**config.mk**
```make
export PLATFORM = sky130hd
export DESIGN_NAME = vga_timing_gen_flat
export DESIGN_NICKNAME = d
export VERILOG_FILES = /design/src/rtl/vga_timing_gen_if.sv /design/src/rtl/vga_timing_gen.sv /design/src/flat_wrapper.sv
export SDC_FILE = /design/constraint.sdc
export NUM_CORES = 1
export LEC_CHECK = 0
export BUFFER_PORTS_ARGS = -buffer_cell sky130_fd_sc_hd__buf_4
export CAP_MARGIN = 20
export CORE_MARGIN = 4
export CORE_UTILIZATION = 37
export DETAILED_ROUTE_END_ITERATION = 10
export GPL_TIMING_DRIVEN = 0
export MAX_ROUTING_LAYER = met4
export PLACE_DENSITY = 0.59
export SLEW_MARGIN = 20
export SYNTH_ARGS = -nofsm -noshare
export SYNTH_HDL_FRONTEND = slang
export SYNTH_SLANG_ARGS = --single-unit
```
**constraint.sdc**
```tcl
create_clock -name vga_clk -period 3.3 [get_ports vga_clk]
set_input_delay 0.495 -clock vga_clk [delete_from_list [all_inputs] [get_ports vga_clk]]
set_output_delay 0.495 -clock vga_clk [all_outputs]
set_load 0.005 [all_outputs]
```
**src/rtl/vga_timing_gen_if.sv**
```systemverilog
// Pixel-side and pin-side signals of the VGA raster timing generator.
// master = timing generator, slave = pixel source / pin driver / bench.
interface vga_timing_gen_if #(
    parameter int PIX_W = 16,
    parameter int CNT_W = 12
);
    logic             timing_en;
    logic [1:0]       scale_sel;
    logic [PIX_W-1:0] pix_data;
    logic             pix_req;
    logic [CNT_W-1:0] pix_x;
    logic [CNT_W-1:0] pix_y;
    logic             hsync;
    logic             vsync;
    logic             rgb_valid;
    logic [PIX_W-1:0] rgb;
    logic             line_start;
    logic             frame_start;
    logic [7:0]       frame_cnt;

    modport master (
        input  timing_en, scale_sel, pix_data,
        output pix_req, pix_x, pix_y, hsync, vsync, rgb_valid, rgb,
               line_start, frame_start, frame_cnt
    );

    modport slave (
        output timing_en, scale_sel, pix_data,
        input  pix_req, pix_x, pix_y, hsync, vsync, rgb_valid, rgb,
               line_start, frame_start, frame_cnt
    );
endinterface

```
**src/rtl/vga_timing_gen.sv**
```systemverilog
// Parametrised VGA raster timing generator with pixel-request lead,
// runtime 1x/2x/4x scaling, timing enable, strobes and frame counter.
module vga_timing_gen #(
    parameter int H_DISPLAY = 640,
    parameter int H_FRONT   = 16,
    parameter int H_SYNC    = 96,
    parameter int H_BACK    = 48,
    parameter int V_DISPLAY = 480,
    parameter int V_FRONT   = 10,
    parameter int V_SYNC    = 2,
    parameter int V_BACK    = 33,
    parameter bit HS_POL    = 1'b0,
    parameter bit VS_POL    = 1'b0,
    parameter int PIX_W     = 16,
    parameter int CNT_W     = 12,
    parameter int REQ_LEAD  = 1
) (
    input  logic             vga_clk,
    input  logic             sys_rst,
    vga_timing_gen_if.master vga
);
    localparam int H_TOTAL = H_DISPLAY + H_FRONT + H_SYNC + H_BACK;
    localparam int V_TOTAL = V_DISPLAY + V_FRONT + V_SYNC + V_BACK;

    localparam logic [CNT_W-1:0] H_LAST   = CNT_W'(H_TOTAL - 1);
    localparam logic [CNT_W-1:0] V_LAST   = CNT_W'(V_TOTAL - 1);
    localparam logic [CNT_W-1:0] H_DISP_W = CNT_W'(H_DISPLAY);
    localparam logic [CNT_W-1:0] V_DISP_W = CNT_W'(V_DISPLAY);
    localparam logic [CNT_W-1:0] HS_FIRST = CNT_W'(H_DISPLAY + H_FRONT);
    localparam logic [CNT_W-1:0] HS_LAST  = CNT_W'(H_DISPLAY + H_FRONT + H_SYNC - 1);
    localparam logic [CNT_W-1:0] VS_FIRST = CNT_W'(V_DISPLAY + V_FRONT);
    localparam logic [CNT_W-1:0] VS_LAST  = CNT_W'(V_DISPLAY + V_FRONT + V_SYNC - 1);
    localparam logic [CNT_W:0]   H_TOT_W  = (CNT_W+1)'(H_TOTAL);
    localparam logic [CNT_W:0]   LEAD_W   = (CNT_W+1)'(REQ_LEAD);

    typedef enum logic {IDLE, RUN} state_t;

    state_t           state_q, state_d;
    logic [CNT_W-1:0] hcnt, vcnt;
    logic [1:0]       scale_q;
    logic             first_q;
    logic             active, at_origin;

    logic [CNT_W:0]   h_sum;
    logic             lead_wrap, frame_wrap;
    logic [CNT_W-1:0] h_req, v_req;
    logic [1:0]       req_sel, req_sh;
    logic             req_vis;

    logic             pix_req_q, hsync_q, vsync_q, rgb_valid_q, line_start_q, frame_start_q;
    logic [CNT_W-1:0] pix_x_q, pix_y_q;
    logic [7:0]       frame_cnt_q;

    always_ff @(posedge vga_clk) begin
        if (sys_rst) state_q <= IDLE;
        else         state_q <= state_d;
    end

    always_comb begin
        state_d = state_q;
        case (state_q)
            IDLE:    if (vga.timing_en)  state_d = RUN;
            RUN:     if (!vga.timing_en) state_d = IDLE;
            default: state_d = IDLE;
        endcase
    end

    assign active    = (state_q == RUN) && vga.timing_en;
    assign at_origin = (state_q == RUN) && (hcnt == '0) && (vcnt == '0);

    // The IDLE cycle after an enable rise holds (0,0) so the raster starts cleanly there.
    always_ff @(posedge vga_clk) begin
        if (sys_rst || !vga.timing_en || state_q != RUN) begin
            hcnt <= '0;
            vcnt <= '0;
        end else if (hcnt == H_LAST) begin
            hcnt <= '0;
            vcnt <= (vcnt == V_LAST) ? '0 : vcnt + 1'b1;
        end else begin
            hcnt <= hcnt + 1'b1;
        end
    end

    // Request position is the counter advanced by REQ_LEAD; requests that wrap into
    // the next frame (or sit at the origin) use the scale about to be latched.
    always_comb begin
        h_sum      = {1'b0, hcnt} + LEAD_W;
        lead_wrap  = (h_sum >= H_TOT_W);
        h_req      = lead_wrap ? CNT_W'(h_sum - H_TOT_W) : h_sum[CNT_W-1:0];
        frame_wrap = lead_wrap && (vcnt == V_LAST);
        if (!lead_wrap)      v_req = vcnt;
        else if (frame_wrap) v_req = '0;
        else                 v_req = vcnt + 1'b1;
        req_sel = (at_origin || frame_wrap) ? vga.scale_sel : scale_q;
        case (req_sel)
            2'd1:    req_sh = 2'd1;
            2'd2:    req_sh = 2'd2;
            default: req_sh = 2'd0;
        endcase
        req_vis = (h_req < H_DISP_W) && (v_req < V_DISP_W);
    end

    always_ff @(posedge vga_clk) begin
        if (sys_rst) begin
            pix_req_q     <= 1'b0;
            pix_x_q       <= '1;
            pix_y_q       <= '1;
            hsync_q       <= !HS_POL;
            vsync_q       <= !VS_POL;
            rgb_valid_q   <= 1'b0;
            line_start_q  <= 1'b0;
            frame_start_q <= 1'b0;
            scale_q       <= '0;
            frame_cnt_q   <= '0;
            first_q       <= 1'b1;
        end else if (!active) begin
            pix_req_q     <= 1'b0;
            pix_x_q       <= '1;
            pix_y_q       <= '1;
            hsync_q       <= !HS_POL;
            vsync_q       <= !VS_POL;
            rgb_valid_q   <= 1'b0;
            line_start_q  <= 1'b0;
            frame_start_q <= 1'b0;
            first_q       <= 1'b1;
        end else begin
            pix_req_q     <= req_vis;
            pix_x_q       <= req_vis ? (h_req >> req_sh) : '1;
            pix_y_q       <= req_vis ? (v_req >> req_sh) : '1;
            hsync_q       <= (hcnt >= HS_FIRST && hcnt <= HS_LAST) ? HS_POL : !HS_POL;
            vsync_q       <= (vcnt >= VS_FIRST && vcnt <= VS_LAST) ? VS_POL : !VS_POL;
            rgb_valid_q   <= (hcnt < H_DISP_W) && (vcnt < V_DISP_W);
            line_start_q  <= (hcnt == '0);
            frame_start_q <= at_origin;
            if (at_origin) begin
                scale_q <= vga.scale_sel;
                first_q <= 1'b0;
                if (!first_q) frame_cnt_q <= frame_cnt_q + 8'd1;
            end
        end
    end

    assign vga.pix_req     = pix_req_q;
    assign vga.pix_x       = pix_x_q;
    assign vga.pix_y       = pix_y_q;
    assign vga.hsync       = hsync_q;
    assign vga.vsync       = vsync_q;
    assign vga.rgb_valid   = rgb_valid_q;
    assign vga.rgb         = rgb_valid_q ? vga.pix_data : '0;
    assign vga.line_start  = line_start_q;
    assign vga.frame_start = frame_start_q;
    assign vga.frame_cnt   = frame_cnt_q;
endmodule

```
**src/flat_wrapper.sv**
```systemverilog
// flat-port wrapper written by rule: the top's interface ports become plain ports
module vga_timing_gen_flat 
#(
    parameter int H_DISPLAY = 640,
    parameter int H_FRONT   = 16,
    parameter int H_SYNC    = 96,
    parameter int H_BACK    = 48,
    parameter int V_DISPLAY = 480,
    parameter int V_FRONT   = 10,
    parameter int V_SYNC    = 2,
    parameter int V_BACK    = 33,
    parameter bit HS_POL    = 1'b0,
    parameter bit VS_POL    = 1'b0,
    parameter int PIX_W     = 16,
    parameter int CNT_W     = 12,
    parameter int REQ_LEAD  = 1
)
  (vga_clk, sys_rst, vga_timing_en, vga_scale_sel, vga_pix_data, vga_pix_req, vga_pix_x, vga_pix_y, vga_hsync, vga_vsync, vga_rgb_valid, vga_rgb, vga_line_start, vga_frame_start, vga_frame_cnt);
  vga_timing_gen_if #(.PIX_W(PIX_W), .CNT_W(CNT_W)) vga_i ();
  input  logic vga_clk;
  input  logic sys_rst;
  input wire logic [$bits(vga_i.timing_en)-1:0] vga_timing_en;
  input wire logic [$bits(vga_i.scale_sel)-1:0] vga_scale_sel;
  input wire logic [$bits(vga_i.pix_data)-1:0] vga_pix_data;
  output wire logic [$bits(vga_i.pix_req)-1:0] vga_pix_req;
  output wire logic [$bits(vga_i.pix_x)-1:0] vga_pix_x;
  output wire logic [$bits(vga_i.pix_y)-1:0] vga_pix_y;
  output wire logic [$bits(vga_i.hsync)-1:0] vga_hsync;
  output wire logic [$bits(vga_i.vsync)-1:0] vga_vsync;
  output wire logic [$bits(vga_i.rgb_valid)-1:0] vga_rgb_valid;
  output wire logic [$bits(vga_i.rgb)-1:0] vga_rgb;
  output wire logic [$bits(vga_i.line_start)-1:0] vga_line_start;
  output wire logic [$bits(vga_i.frame_start)-1:0] vga_frame_start;
  output wire logic [$bits(vga_i.frame_cnt)-1:0] vga_frame_cnt;
  assign vga_i.timing_en = vga_timing_en;
  assign vga_i.scale_sel = vga_scale_sel;
  assign vga_i.pix_data = vga_pix_data;
  assign vga_pix_req = vga_i.pix_req;
  assign vga_pix_x = vga_i.pix_x;
  assign vga_pix_y = vga_i.pix_y;
  assign vga_hsync = vga_i.hsync;
  assign vga_vsync = vga_i.vsync;
  assign vga_rgb_valid = vga_i.rgb_valid;
  assign vga_rgb = vga_i.rgb;
  assign vga_line_start = vga_i.line_start;
  assign vga_frame_start = vga_i.frame_start;
  assign vga_frame_cnt = vga_i.frame_cnt;
  vga_timing_gen #(.H_DISPLAY(H_DISPLAY), .H_FRONT(H_FRONT), .H_SYNC(H_SYNC), .H_BACK(H_BACK), .V_DISPLAY(V_DISPLAY), .V_FRONT(V_FRONT), .V_SYNC(V_SYNC), .V_BACK(V_BACK), .HS_POL(HS_POL), .VS_POL(VS_POL), .PIX_W(PIX_W), .CNT_W(CNT_W), .REQ_LEAD(REQ_LEAD)) u_core (.vga_clk(vga_clk), .sys_rst(sys_rst), .vga(vga_i));
endmodule
```
; Word-level counts from Yosys, hierarchy flattened
; Cells that the tools add are included.
[classes]
eq_ne = 4
shift = 2
magnitude_cmp = 9
mux = 10
bitwise_logic = 4
n_reduce_logical = 19
n_addsub = 5
mul = 0
div_mod_pow = 0
[ops]
columns = cell, n
row1 = $mux W12, 4
row2 = $add A12 B1 Y12 const B, 2
row3 = $eq A12 B10 Y1 const B, 2
row4 = $logic_not A12 Y1, 2
row5 = $lt A12 B10 Y1 const B, 2
row6 = $lt A12 B9 Y1 const B, 2
row7 = $shr A12 B2 Y12, 2
row8 = $mux W16, 1
row9 = $add A12 B1 Y13 const B, 1
row10 = $ge A13 B10 Y1 const B, 1
row11 = $ge A12 B10 Y1 const B, 1
row12 = $ge A12 B9 Y1 const B, 1
row13 = $le A12 B10 Y1 const B, 1
row14 = $le A12 B9 Y1 const B, 1
row15 = $sub A12 B10 Y12 const B, 1
row16 = $add A8 B1 Y8 const B, 1
row17 = $logic_and A1 B1 Y1, 8
row18 = $not A1 Y1, 4
row19 = $pmux W2 S2, 1
row20 = $reduce_or A2 Y1, 2
row21 = $logic_or A1 B1 Y1, 3
row22 = $mux W1, 3
row23 = $reduce_and A3 Y1, 1
row24 = $reduce_or A3 Y1, 1
row25 = other kinds (5), 5
[totals]
latch_bits = 0
ram_bits = 0
input_bits = 21
ff_bits = 66
wordCells = 67
romBits = 0
output_inout_bits = 54
memories = 0

; Logic depth before layout (Yosys ltp)
; Gate-level depths: netlist of run 1.
[logic_depth]
ltp_word = 9
mapped_depth = 17
ltp_nobuf = 12

; Worst setup path after synthesis of run 1
; Ideal clock, no wire load.
[synth_path]
kind = register to register
from = register u_core.hcnt[0]
to = register u_core.pix_x_q[8], in the netlist u_core.vga.pix_x[8]
slack_ps = 55
synth_period_minus_slack_ps = 3245
arrival_ps = 3166
stages_incl_launch_ff = 18
path_cell_list = dfxtp_1 > ha_1 > clkbuf_1 > and2_1 > xnor2_1 > ha_1 > inv_1 > nor3_1 > o221a_1 > buf_6 > and2_4 > clkbuf_1 > o22ai_1 > and4b_1 > and4_1 > buf_6 > buf_6 > o211ai_1
[synth_between]
elab_chain_cells = 9
elab_cells_between_ends = 21
[synth_rtl]
columns = item, line
row1 = start: declaration, vga_timing_gen.sv:39  ; logic [CNT_W-1:0] hcnt, vcnt;
row2 = start signal: assignment, vga_timing_gen.sv:80  ; hcnt <= hcnt + 1'b1;
row3 = $add A12 B1 Y13, vga_timing_gen.sv:87  ; h_sum = {1'b0, hcnt} + LEAD_W;
row4 = $ge A13 B10 Y1, vga_timing_gen.sv:88  ; lead_wrap = (h_sum >= H_TOT_W);
row5 = $logic_and A1 B1 Y1, vga_timing_gen.sv:90  ; frame_wrap = lead_wrap && (vcnt == V_LAST);
row6 = $mux W12, vga_timing_gen.sv:92  ; else if (frame_wrap) v_req = '0;
row7 = $mux W12, vga_timing_gen.sv:91  ; if (!lead_wrap) v_req = vcnt;
row8 = $lt A12 B9 Y1, vga_timing_gen.sv:100  ; req_vis = (h_req < H_DISP_W) && (v_req < V_DISP_W);
row9 = $logic_and A1 B1 Y1, vga_timing_gen.sv:100
row10 = $not A1 Y1 (no line), -
row11 = $reduce_or A3 Y1 (no line), -
row12 = end signal: assignment, vga_timing_gen.sv:128  ; pix_x_q <= req_vis ? (h_req >> req_sh) : '1;
row13 = end: declaration, vga_timing_gen.sv:51  ; logic [CNT_W-1:0] pix_x_q, pix_y_q;
; Several ways; a longest one is shown, not always the timed one.
; A chain may end at the register's enable or synchronous reset.

; Worst setup path in the final report of run 1
[layout_path]
from = register u_core.hcnt[7]
to = register u_core.pix_y_q[7], in the netlist u_core.vga.pix_y[7]
[layout_between]
elab_chain_cells = 9
elab_cells_between_ends = 21
[layout_rtl]
columns = item, line
row1 = $add A12 B1 Y13, vga_timing_gen.sv:87
row2 = $ge A13 B10 Y1, vga_timing_gen.sv:88
row3 = $logic_and A1 B1 Y1, vga_timing_gen.sv:90
row4 = $mux W12, vga_timing_gen.sv:92
row5 = $mux W12, vga_timing_gen.sv:91
row6 = $lt A12 B9 Y1, vga_timing_gen.sv:100
row7 = $logic_and A1 B1 Y1, vga_timing_gen.sv:100
row8 = $not A1 Y1 (no line), -
row9 = $reduce_or A3 Y1 (no line), -
row10 = end signal: assignment, vga_timing_gen.sv:129  ; pix_y_q <= req_vis ? (v_req >> req_sh) : '1;
row11 = end: declaration, vga_timing_gen.sv:51
; Several ways; a longest one is shown, not always the timed one.

==> results.json, run 1 <==
{
  "power_per_cell_area_nw_per_um2": 338.7,
  "p_clk_share_pct": 45.1,
  "seqPwrFrac_pct": 47.3,
  "synth_area_um2": 3696,
  "cts_root_buf": "clkbuf_8",
  "place_congestion": 0.9094,
  "async_flop_share_pct": 0,
  "vias": 3828,
  "seqCellArea_um2": 1331,
  "drtAntennaViolNets": 0,
  "io_pins": 75,
  "synth_common_cells": "66 x dfxtp_1, 47 x nor2_1, 32 x a21oi_1, 30 x nand2_1, 26 x nand3_1",
  "maxSlewHeadroom_pct": 57.27,
  "skew_ns": 0.01592,
  "cts-buffers-inserted": 9,
  "grt_pass1_wl_um": 16920,
  "p_leak_nw": 1.945,
  "outcome": "finished clean",
  "use_met2_pct": 28.55,
  "critPathArrivalTime_ns": 3.52,
  "instances_no_fill": 715,
  "antenna_found_initial": 0,
  "first_pass_iters": 6,
  "ys_top_cells_by_area": "dfxtp_1 36%, nor2_1 4.8%, a21oi_1 4.3%, and2_1 3.6%, nand3_1 3.5%",
  "ys_seq_area_share_pct": 35.75,
  "dp_hpwl_um": 7698,
  "hold_class": "input port to register",
  "clock_latency_ns": 0.36,
  "wl_um": 10810,
  "start_util_pct": 37.99,
  "path_class": "register to register",
  "slew_viol_final": 0,
  "post-route-util_pct": 51.97,
  "portBuffers": 74,
  "fin_crit_ns": 3.257,
  "yosysTopAreaCellShare_pct": 35.75,
  "clockBufferDepth": 2,
  "yosysMostFrequentCell": "dfxtp_1",
  "fp.dieH_um": 107.9,
  "grt-ovfl-total": 0,
  "drc": 0,
  "synth_seq_cells": 66,
  "grt_use_met3_pct": 3.463,
  "swShare_pct": 23.84,
  "cp.required_ns": 3.56,
  "finalSetupViolations": 0,
  "timing.final.crit_share_pct": 98.69,
  "areaGrowthSynthToFinish_pct": 36.80,
  "dp_cells": 673,
  "max_clock_freq_mhz": 307.1,
  "synth-edff-count": 0,
  "r2r_start": "u_core.hcnt[7]",
  "worstPathCellList": "buf_2 -> nand4_1 -> nor4_1 -> nor3b_1 -> o221a_1 -> buf_6 -> and2_4 -> or4_1 -> a311o_1 -> and4_4 -> buf_6 -> buf_4 -> o221ai_1",
  "p_sw_mw": 0.4083,
  "core-area_um2": 9729,
  "grt_pass1_vias": 3506,
  "grtUsageMet1_pct": 24.22,
  "place_ws_ns": -0.5639,
  "min_from": "sys_rst",
  "die_area_um2": 11650,
  "tightest_slew_ns": 0.6351,
  "postPlaceCellArea_um2": 4418,
  "cp_slowest_cell": "or4_1",
  "cp-startpoint": "u_core.hcnt[7]",
  "rows": 36,
  "post-route-cell-area_um2": 5056,
  "clock_sinks": 66,
  "crit_path_max_fanout": 10,
  "diodes": 0,
  "fp.dieW_um": 107.9,
  "synthDistinctLibCells": 65,
  "vias_per_cell": 5.354,
  "hold_viol": 0,
  "top_usage_layer": "met2",
  "yosys_most_used_dff": "dfxtp_1",
  "htreeDepth": 3,
  "synthCells": 466,
  "cts_tree": "built",
  "dr.first_iter.drc_count": 204,
  "grt_use_total_pct": 18.51,
  "yosysWarnings": 0,
  "multiInputGateArea_um2": 2292,
  "crit_top_cell": "buf_6",
  "fillCellCount": 996,
  "end_kind": "register",
  "nNetsFinal": 605,
  "setup_slack_ns": 0.04324,
  "drive_gt1_share_pct": 31.10,
  "synth.largest_area_cell": "dfxtp_1",
  "clkSlewWorstSetupHoldPaths_ns": 0.09,
  "maxCapViolations": 0,
  "start_kind": "register",
  "avgSynthCellArea_um2": 7.931,
  "wire_per_inst_um": 15.12,
  "grt_max_degree": 14,
  "peakVddDrop_uv": 213.5,
  "hold_buffers": 0,
  "crit_path_max_incr_delay_ns": 0.49,
  "p_int_mw": 1.304,
  "comb_power_share_pct": 7.6,
  "synth_nets": 494
}
-- kinds of logic after synthesis --
group,count (synthesis),synth area share (%)
compound gates,120,21.56
xor+xnor,19,4.502
fa+ha+maj,7,2.370
buf+inv,48,6.195
flops,66,35.75
mux,3,0.8463
simple gates,203,28.77
-- power groups by stage --
stage / registers [mW] / logic (mW) / clock network [mW]
2_1_floorplan: 0.831 / 0.0632 / 0
3_5_place_dp: 0.830 / 0.116 / 0
6_report: 0.810 / 0.129 / 0.773
3_3_place_gp: 0.830 / 0.113 / 0
5_1_grt: 0.812 / 0.141 / 0.839
4_1_cts: 0.811 / 0.121 / 0.798
-- cells in the final DEF, fill, tap and decap left out, drive strengths merged, types with 19 or more instances in the layout --
master	instances
o21ai	34
nor2	47
nor3	26
nand2	30
a21oi	33
and2	22
clkbuf	29
inv	19
buf	111
dfxtp	66
nand3	26
-- routing by layer --
metal	share of wire [%]	wire (µm)
met5	0	0
met1	45	4813
met4	2.0	214
met2	48	5143
met3	5.9	643
-- critical path, delay by kind of cell, from the launching register on --
kind                   cells  cell delay [ns]
AO/OA/AOI/OAI              3             0.63
buffers and inverters      4             0.61
flip-flops                 1             0.31
AND/OR/NAND/NOR            6             1.60
-- per-stage QoR --
step / power [mW] / TNS (ns) / hold WS [ns]
3_3_place_gp: 0.9435 / -14.48 / 0.4426
3_5_place_dp: 0.9463 / -12.89 / 0.4452
2_1_floorplan: 0.8940 / 0 / 0.4273
5_1_grt: 1.792 / -0.2108 / 0.3065
6_report: 1.712 / 0 / 0.3191
4_1_cts: 1.731 / 0 / 0.3024
-- registers in the layout (all words and copies together), names as in the netlist, 2 cells and up --
signal                flops
u_core.vga.frame_cnt      8
u_core.vga.pix_y         12
u_core.vga.pix_x         12
u_core.hcnt              12
u_core.vcnt              12
u_core.scale_q            2
-- path summary, 6_finish.rpt --
| path | end | slack [ns] | cells past startpoint |
|---|---|---|---|
| worst max register to register | u_core.vga.pix_y[7] | 0.04 | 13 |
| worst min register to register | u_core.scale_q[0] | 0.45 | 2 |
| worst min-delay path | u_core.vga.frame_start | 0.32 | 2 |
| worst max-delay path | u_core.vga.pix_y[7] | 0.04 | 13 |
-- layout make-up --
| class | count | share of cell area, % |
|---|---|---|
| timing repair buffer | 101 | 15.59 |
| multi-input combinational | 352 | 45.34 |
| tap | 133 | 3.291 |
| clock inverter | 7 | 1.980 |
| sequential | 66 | 26.33 |
| buffer | 30 | 3.761 |
| clock buffer | 9 | 2.450 |
| inverter | 17 | 1.262 |
-- what timing repair did --
item / CTS / global route
buffers inserted: 5 / 19
endpoints found under the setup margin: 27 / 27
gates cloned: 0 / 3
gates resized for setup: 25 / 29
pin swaps: 3 / 12
No activity file was read; power rests on OpenSTA's default activity.
==> run 2, diff against run 1 <==
Settings changed: PLACE_DENSITY 0.59 to 0.62, TNS_END_PERCENT set to 50.
Clock period 3.3 ns to 3 ns, I/O delays scaled along.
==> run 2 against run 1 <==
  * The run now ends with setup timing left
  * Clock skew decreased by 0.0054 ns
  * Setup slack got worse by 0.20 ns
  * Sequential power increased by 10%
  * Global-route usage about the same
  * Via count decreased by 0.60%
  * Clock power decreased by 12%
  * Sequential cell count unchanged
  * Routed wire length decreased by 2.8%
  * Register-to-register slack got worse by 0.20 ns
  * Cell area decreased by 0.37%
  * Fmax increased by 3.2%
  * Critical endpoint is now u_core.vga.pix_x[0]
  * Largest cell class unchanged
  * Largest power group unchanged
==> results.json, run 2 (synthesis results as in run 1) <==
{
  "p_leak_nw": 1.914,
  "start_util_pct": 37.99,
  "clockBufferDepth": 2,
  "skew_ns": 0.01053,
  "post-route-util_pct": 51.77,
  "worstPathCellList": "ha_4 -> or3b_1 -> o32a_1 -> o22a_1 -> o221a_1 -> buf_6 -> and2_4 -> or4_4 -> a311o_1 -> and4_1 -> buf_6 -> buf_8 -> o211ai_1",
  "holdWs_ns": 0.2724,
  "timing.final.crit_share_pct": 105.2,
  "final_common_cell": "buf_4",
  "clock_latency_ns": 0.35,
  "maxCapViolations": 0,
  "finalSetupViolations": 25,
  "rsz0062_at_grt": "true",
  "seqCellArea_um2": 1334,
  "die_area_um2": 11650,
  "cp_slowest_cell": "or4_4",
  "grt_pass1_vias": 3427,
  "grt_use_total_pct": 18.46,
  "cts-buffers-inserted": 9,
  "fp.dieW_um": 107.9,
  "wire_per_inst_um": 14.74,
  "fp.dieH_um": 107.9,
  "violations": "setup timing",
  "fin_crit_ns": 3.155,
  "crit_family": "simple AND/OR/NAND/NOR gates",
  "path_class": "register to register",
  "place_congestion": 0.9116,
  "r2r_start": "u_core.hcnt[0]",
  "cts_tree": "built",
  "crit_path_max_fanout": 7,
  "instances_no_fill": 713,
  "grt_max_degree": 13,
  "drtAntennaViolNets": 0,
  "vias": 3805,
  "grt-ovfl-total": 0,
  "end_kind": "register",
  "hold_class": "input port to register",
  "fillCellCount": 947,
  "portBuffers": 74,
  "crit_top_cell": "buf_6",
  "clkSlewWorstSetupHoldPaths_ns": 0.07,
  "clock_sinks": 66,
  "multiInputGateArea_um2": 2338,
  "cts_root_buf": "clkbuf_8",
  "hold_viol": 0,
  "first_pass_iters": 6,
  "dp_cells": 673,
  "areaGrowthSynthToFinish_pct": 36.29,
  "htreeDepth": 3,
  "path_buf_inv": 3,
  "tightest_slew_ns": 0.6033,
  "io_pins": 75,
  "core-area_um2": 9729,
  "cp-startpoint": "u_core.hcnt[0]",
  "wl_um": 10510,
  "rows": 36,
  "nNetsFinal": 603,
  "crit_path_max_incr_delay_ns": 0.40,
  "critPathArrivalTime_ns": 3.42,
  "slew_viol_final": 0,
  "peakVddDrop_uv": 158.3,
  "vias_per_cell": 5.337,
  "start_kind": "register",
  "max_clock_freq_mhz": 317.0,
  "mostFrequentLayoutCells": "98 x buf_4, 62 x dfxtp_1, 45 x nor2_1",
  "dr.first_iter.drc_count": 278,
  "dp_hpwl_um": 7667,
  "outcome": "finished, violations left",
  "cp.required_ns": 3.26,
  "grt_pass1_wl_um": 16740,
  "power_per_cell_area_nw_per_um2": 340.7,
  "drc": 0,
  "antenna_found_initial": 0,
  "diodes": 0,
  "maxSlewHeadroom_pct": 59.41,
  "setup_slack_ns": -0.1551,
  "drive_gt1_share_pct": 31.72,
  "min_from": "sys_rst"
}
[run 2: repair_timing]
action | 4_1_cts | 5_1_grt
hold buffers | 0 | 0
setup buffers | 13 | 9
cloned | 1 | 1
setup endpoints to repair | 28 | 28
resized for setup | 33 | 17
pin swaps | 9 | 5
[run 2: worst reg2reg max path, delay by kind of cell (launching register included)]
family	cells	cell delay (ns)
AO/OA/AOI/OAI	5	1.02
buffers and inverters	3	0.41
flip-flops	1	0.38
AND/OR/NAND/NOR	4	1.07
adder cells (fa/ha/maj)	1	0.18
[run 2: final cells by class]
cell class / count / area share [%]
inverters: 17 / 1.267
well taps: 133 / 3.304
multi-input cells: 352 / 46.42
clock inverters: 6 / 0.7948
clock buffers: 10 / 2.732
flip-flops and latches: 66 / 26.48
repair buffers: 98 / 14.90
plain buffers: 31 / 4.098
[run 2: path summary, 6_finish.rpt]
path | endpoint | slack [ns] | cells past startpoint
setup / recovery | u_core.vga.pix_x[0] | -0.16 | 13
hold / removal | u_core.vga.frame_start | 0.27 | 2
setup reg to reg | u_core.vga.pix_x[0] | -0.16 | 13
hold reg to reg | u_core.scale_q[1] | 0.46 | 2
[run 2: report_power, final]
| group | leakage, nW | switching, mW | total (mW) | internal [mW] |
|---|---|---|---|---|
| Combinational | 1.29 | 0.0730 | 0.148 | 0.0753 |
| Sequential | 0.538 | 0.00533 | 0.891 | 0.885 |
| Clock | 0.0890 | 0.355 | 0.677 | 0.322 |
| Total | 1.91 | 0.433 | 1.72 | 1.28 |
[run 2: through the flow]
stage | total power, mW | TNS [ns] | setup WS [ns] | instance area (µm²)
after floorplan | 0.9831 | 0 | 0.008652 | 3762
after global placement | 1.039 | -10.58 | -0.4605 | 4484
after detailed placement | 1.041 | -10.95 | -0.4771 | 4484
after CTS | 1.729 | -2.801 | -0.1731 | 4895
after global routing | 1.787 | -5.717 | -0.2872 | 5037
final | 1.716 | -2.958 | -0.1551 | 5037
[run 2: layer usage]
metal / GRT usage [%] / part of all wire, %
met5: - / 0
met4: 7.124 / 1.8
met3: 4.000 / 6.9
met2: 29.35 / 45
met1: 23.00 / 46
